File: config.mk
export PLATFORM = sky130hd
export DESIGN_NAME = fp_special_encoder
export DESIGN_NICKNAME = d
export VERILOG_FILES = /design/src/rtl/fp_special_encoder.sv
export SDC_FILE = /design/constraint.sdc
export NUM_CORES = 1
export LEC_CHECK = 0
export ABC_AREA = 1
export CAP_MARGIN = 20
export CELL_PAD_IN_SITES_DETAIL_PLACEMENT = 1
export CELL_PAD_IN_SITES_GLOBAL_PLACEMENT = 1
export CORE_MARGIN = 5
export CORE_UTILIZATION = 40
export CTS_CLUSTER_DIAMETER = 50
export DETAILED_ROUTE_END_ITERATION = 10
export GPL_ROUTABILITY_DRIVEN = 0
export GPL_TIMING_DRIVEN = 1
export PLACE_DENSITY_LB_ADDON = 0.2
export SLEW_MARGIN = 25
export SYNTH_ARGS = -nofsm -noshare
export SYNTH_HDL_FRONTEND = slang
export SYNTH_SLANG_ARGS = --single-unit
export TNS_END_PERCENT = 50
File: constraint.sdc
create_clock -name clk -period 5.45 [get_ports clk]
set_input_delay 0.8175 -clock clk [delete_from_list [all_inputs] [get_ports clk]]
set_output_delay 0.8175 -clock clk [all_outputs]
set_load 0.02 [all_outputs]
File: src/rtl/fp_special_encoder.sv
// Builds IEEE754 single-precision words from a class code plus sign/value, and
// presents them through a registered 2-entry skid buffer with a special-result counter.
module fp_special_encoder #(
  parameter bit PRESERVE_NAN = 1'b0,
  parameter int CNT_W        = 16
) (
  input  logic              clk,
  input  logic              rst,
  input  logic              in_valid,
  output logic              in_ready,
  input  logic [2:0]        in_code,
  input  logic              in_sign,
  input  logic [31:0]       in_value,
  output logic              out_valid,
  input  logic              out_ready,
  output logic [31:0]       out_data,
  output logic              out_err,
  output logic [CNT_W-1:0]  spec_cnt
);

  localparam logic [2:0] CODE_ZERO   = 3'b000;
  localparam logic [2:0] CODE_PINF   = 3'b001;
  localparam logic [2:0] CODE_NINF   = 3'b010;
  localparam logic [2:0] CODE_NORMAL = 3'b011;
  localparam logic [2:0] CODE_NAN    = 3'b100;

  localparam logic [31:0] QNAN_WORD  = 32'h7FC0_0000;
  localparam logic [22:0] QNAN_MANT  = 23'h40_0000;

  // spec marks a word whose code was not "normal"; it travels with the data so the
  // counter reflects what was actually delivered, not what was accepted.
  typedef struct packed {
    logic [31:0] data;
    logic        err;
    logic        spec;
  } word_t;

  word_t       enc_w;
  word_t       out_q;
  word_t       skid_q;
  logic        out_valid_q;
  logic        skid_valid_q;
  logic [22:0] nan_mant;
  logic        accept;
  logic        xfer;
  logic        load;

  // Forcing the quiet bit also guarantees a non-zero mantissa, so a preserved
  // payload can never collapse into an infinity encoding.
  assign nan_mant = PRESERVE_NAN ? (in_value[22:0] | QNAN_MANT) : QNAN_MANT;

  // NOTE: every field gets a default before the case so no path leaves it unassigned (no latch).
  always_comb begin
    enc_w.data = QNAN_WORD;
    enc_w.err  = 1'b1;
    enc_w.spec = 1'b1;
    case (in_code)
      CODE_ZERO: begin
        enc_w.data = {in_sign, 31'b0};
        enc_w.err  = 1'b0;
      end
      CODE_PINF: begin
        enc_w.data = 32'h7F80_0000;
        enc_w.err  = 1'b0;
      end
      CODE_NINF: begin
        enc_w.data = 32'hFF80_0000;
        enc_w.err  = 1'b0;
      end
      CODE_NORMAL: begin
        enc_w.data = in_value;
        enc_w.err  = &in_value[30:23];
        enc_w.spec = 1'b0;
      end
      CODE_NAN: begin
        enc_w.data = {in_sign, 8'hFF, nan_mant};
        enc_w.err  = 1'b0;
      end
      default: ;
    endcase
  end

  // in_ready comes straight from a flop, so upstream never sees a combinational path
  // from out_ready.
  assign in_ready = ~skid_valid_q;
  assign accept   = in_valid & ~skid_valid_q;
  assign xfer     = out_valid_q & out_ready;
  assign load     = ~out_valid_q | out_ready;

  // NOTE: sequential state uses non-blocking assignments so all flops update from pre-edge values.
  always_ff @(posedge clk or posedge rst) begin
    if (rst) begin
      out_valid_q  <= 1'b0;
      skid_valid_q <= 1'b0;
      // NOTE: the data holders are reset too because out_data/out_err must read zero after reset.
      out_q        <= '0;
      skid_q       <= '0;
    end else if (load) begin
      if (skid_valid_q) begin
        out_q        <= skid_q;
        out_valid_q  <= 1'b1;
        skid_valid_q <= 1'b0;
      end else if (accept) begin
        out_q       <= enc_w;
        out_valid_q <= 1'b1;
      end else begin
        out_valid_q <= 1'b0;
      end
    end else if (accept) begin
      skid_q       <= enc_w;
      skid_valid_q <= 1'b1;
    end
  end

  always_ff @(posedge clk or posedge rst) begin
    if (rst) begin
      spec_cnt <= '0;
    end else if (xfer && out_q.spec && (spec_cnt != {CNT_W{1'b1}})) begin
      spec_cnt <= spec_cnt + CNT_W'(1);
    end
  end

  assign out_valid = out_valid_q;
  assign out_data  = out_q.data;
  assign out_err   = out_q.err;

endmodule

== Word level (Yosys, flattened, before mapping) ==
Cells that the tools add are included.

* Bits in registers: 86
* Input port bits: 40
* Output and inout bits: 51
* Word-level logic and storage cells: 37

* Add/sub/neg operators: 1
* Equality and inequality tests: 5
* Multiplexer cells: 8
* Bitwise operators: 6
* Reductions and logical operators: 8

{| class="wikitable"
|+ Operators with widths
! kind !! number
|-
| 33-bit case mux with 5 select lines || 1
|-
| 34-bit 2-to-1 mux || 2
|-
| 16-bit by 1-bit adder with 16-bit output (second input constant) || 1
|-
| 16-bit inequality test (second input constant) || 1
|-
| 8-bit AND reduction || 1
|-
| 3-bit by 2-bit equality test with 1-bit output (second input constant) || 2
|-
| 1-bit 2-to-1 mux || 5
|-
| 2-bit AND reduction || 2
|-
| 2-bit nonzero test || 2
|-
| 3-bit by 1-bit equality test with 1-bit output (second input constant) || 1
|-
| 3-bit equality test (second input constant) || 1
|-
| 3-bit logical NOT || 1
|-
| 1-bit NOT || 3
|-
| 1-bit AND || 2
|-
| 1-bit logical AND || 2
|-
| 1-bit OR || 1
|}

== Depth between registers and ports, before layout ==
* Depth in word-level cells: 4
* Mapped depth: 9
* Depth with buffers taken out: 8

== Least setup slack after synthesis ==
OpenSTA, ideal clock, no wires.

* Kind: reg2out
* From: reg skid_valid_q
* To: out in_ready
* Arrival time: 988 ps
* Data required time: 4,633 ps
* Setup slack: 3,645 ps
* Cell stages (with the launch flop): 4
* Buffers on the path: 2
* Cell sequence: dfrtp_1 -> clkbuf_1 -> inv_1 -> clkbuf_1

* Word-level cells in the longest chain between the ends: 1

{| class="wikitable"
|+ RTL lines
! element !! line !! text
|-
| from (decl) || 42 || <nowiki>logic skid_valid_q;</nowiki>
|-
| from (signal assigned) || 94 || <nowiki>skid_valid_q <= 1'b0;</nowiki>
|-
| from (signal assigned) || 102 || <nowiki>skid_valid_q <= 1'b0;</nowiki>
|-
| from (signal assigned) || 111 || <nowiki>skid_valid_q <= 1'b1;</nowiki>
|-
| 1-bit NOT || 85 || <nowiki>assign in_ready = ~skid_valid_q;</nowiki>
|-
| to (decl) || 10 || <nowiki>output logic in_ready,</nowiki>
|}

No other way between the ends.

== Worst setup path in the final report ==
Ends and elaborated chain as after synthesis.

==> flow_summary.toml <==
[setup_path]
worstSetupStartpointType = "register"
end_kind = "primary output"
crit_buf_inv = 2
critPathKind = "reg2out"
critPathArrivalTime_ns = 2.70
cpPeakStageDelay_ns = 1.01
r2r_cells = 5
cp_slowest_cell = "dfrtp_2"
crit_fanout = 51
r2r-end = "out_err"
required_ns = 4.63
cp_top_family = "buffers and inverters"
crit_chain = "inv_1, clkdlybuf4s50_1"
timing.rr.start = "skid_valid_q"
reg2reg_slack_ns = 3.24

[clock_tree]
cts.path.max_buffers = 2
cts-resized-gates = 0
cts_buffers = 9
htreeDepth = 3
clock-root-buffer = "clkbuf_8"
insertion_delay_ns = 0.37
cts_setup_buffers = 0
cts_tree = "done"
cts-hold-fix-buffers = 0
clock_sinks = 86
clkTransAtPathRegs_ns = 0.09

[place]
portBuffers = 90
place_area_mm2 = 0.00513
pre_cts_slack_ns = 2.31
hpwl_mm = 7.94

[synth]
async_reset_ff_share_pct = 100
synth_cell_types = 26
syn_area_mm2 = 0.00440
ys_ff_latch = 86
synthSimpleGateAreaFrac_pct = 25.5
synth.avg_cell_area_um2 = 7.69
synth_fa_ha_area_share_pct = 0.284
synthXorXnorAreaFrac_pct = 1.39
synth_top_family_by_area = "simple AND/OR/NAND/NOR gates"
synth_edf_count = 0
yosys.area.top_type = "dfrtp_1"
synth_fp_nets = 613
yosysSeqAreaShare_pct = 48.9
synth_area_leaders = "dfrtp_1, nand2_1, a21oi_1"
synth_compound_area_share_pct = 12.2
synth.mux.area_fraction_pct = 0
netlist_instances = 572
yosysWarnings = 0
synthTopCellsByCount = "nand2_1, dfrtp_1, nor2_1, a21oi_1, o21ai_0"
synth_most_common_cell = "nand2_1"
synth_ff_type = "dfrtp_1"
synth_top_area_share_pct = 48.9

[global_route]
track_usage_pct = 18.2
grt_overflow = 0
grt_first_pass_wirelength_mm = 19.4
antenna_found_initial = 0
grt_max_degree = 52
grt_pass1_vias = 3949

[die]
io_pins = 91
die_height_um = 115
dieArea_mm2 = 0.0132
rows = 38
start_util_pct = 40.8
core_mm2 = 0.0108
die_x_um = 115

[sta]
worst_slack_ns = 1.93
slew_violations = 0
rsz0062_at_grt = "no"
setup_violations = 0
fin_crit_sh_pct = 64.6
fin_skew_ns = 0.0113
hold_viol_final = 0
tightestPinTransition_ns = 0.958
hold_ws_ns = 0.481
min_period_ns = 3.52
slew-limit-headroom_pct = 36.2
max_freq_mhz = 284
tns_ns = 0

[worst_hold_path]
min_path_type = "reg2reg"
min_path_cells = 2
hold_end = "skid_q[9]"
worstHoldStart = "skid_q[9]"

[flow_run]
max_cap_violations = 0

[power]
power_density_mw_per_mm2 = 306
p_leak_uw = 0.00239
ir_worst_vdd_mv = 0.154

[outcome]
status = "finished clean"

[detailed_routing]
vias = 3792
via_per_inst = 4.99
drc_errors = 0
drtAntennaViolNets = 0
drt_iter0_markers = 179
drt-pass1-iter-count = 4
wl_per_cell_um = 15.1
wl_mm = 11.5

[layout]
final_util_pct = 49.3
fin_area_mm2 = 0.00532
fin_nets = 658
drive_gt1_share_pct = 5.00
n_antenna_cell = 0
area_growth_pct = 20.9
metrics by stage:
| step | cells | power (uW) |
|---|---|---|
| after floorplan | 572 | 1050 |
| after global placement | 746 | 1170 |
| after detailed placement | 746 | 1190 |
| after CTS | 760 | 1650 |
| after global routing | 760 | 1720 |
| final | 760 | 1630 |
area by class of cell:
type / count / area, um^2
fillers: 1367 / 5470
flip-flops and latches: 86 / 2150
multi-input cells: 392 / 1750
repair buffers: 93 / 923
well taps: 140 / 175
clock buffers: 13 / 159
inverters: 35 / 133
clock inverters: 1 / 30.0
worst max path at each step:
| stage | endpoint | cells past startpoint | start | slack (ns) |
|---|---|---|---|---|
| 4_1_cts | in_ready | 2 | skid_valid_q | 1.93 |
| 6_report | in_ready | 2 | skid_valid_q | 1.93 |
| 3_3_place_gp | in_ready | 2 | skid_valid_q | 2.38 |
| 5_1_grt | in_ready | 2 | skid_valid_q | 1.77 |
| 2_1_floorplan | out_data[0] | 1 | rst | 2.41 |
| 3_5_place_dp | out_data[28] | 6 | in_code[0] | 2.31 |
cell families after synthesis:
logic type / after synthesis
xor gates and xnor gates: 7
and+or+nand+nor: 282
DFF: 86
AOI/OAI and AO/OA: 102
adders and majority gates: 1
buffers and inverters: 94
layer usage:
metal | track usage, % | share of wire [%]
met5 | 0 | 0
met4 | 6.34 | 1.5
met3 | 2.53 | 3.6
met2 | 29.6 | 47
met1 | 25.2 | 47
cells in the final DEF, fill, tap and decap left out, drive strengths merged:
master         netlist  layout
ha                   1       1
bufinv               0       1
a31oi                7       7
xnor2                7       7
clkdlybuf4s50        0      90
buf                 47       3
o21ai               42      42
o21bai               1       1
a21oi               52      52
nand4                6       6
nand3               12      12
nand2              193     193
inv                 35      34
clkinv               0       1
nor3                 2       2
dfrtp               86      86
nor2                69      69
clkbuf              12      13
sequential cells by signal, indices dropped and copies added (netlist names):
register	flops
spec_cnt	16
out_q	1
out_valid	1
skid_valid_q	1
skid_q	34
out_data	32
out_err	1
worst reg2reg max path, delay by kind of cell, from the launching register on:
| kind | cells | cell delay, ns |
|---|---|---|
| buffers and inverters | 1 | 0.63 |
| DFF | 1 | 1.01 |
| and+or+nand+nor | 4 | 0.46 |
where the power goes:
group | internal, uW | switching, uW | leakage [uW] | total (uW)
sequential | 714 | 67.2 | 0.00109 | 781
combinational | 169 | 220 | 0.00120 | 388
clock | 233 | 227 | 0.0000956 | 460
(Power assumes the default switching activity.)
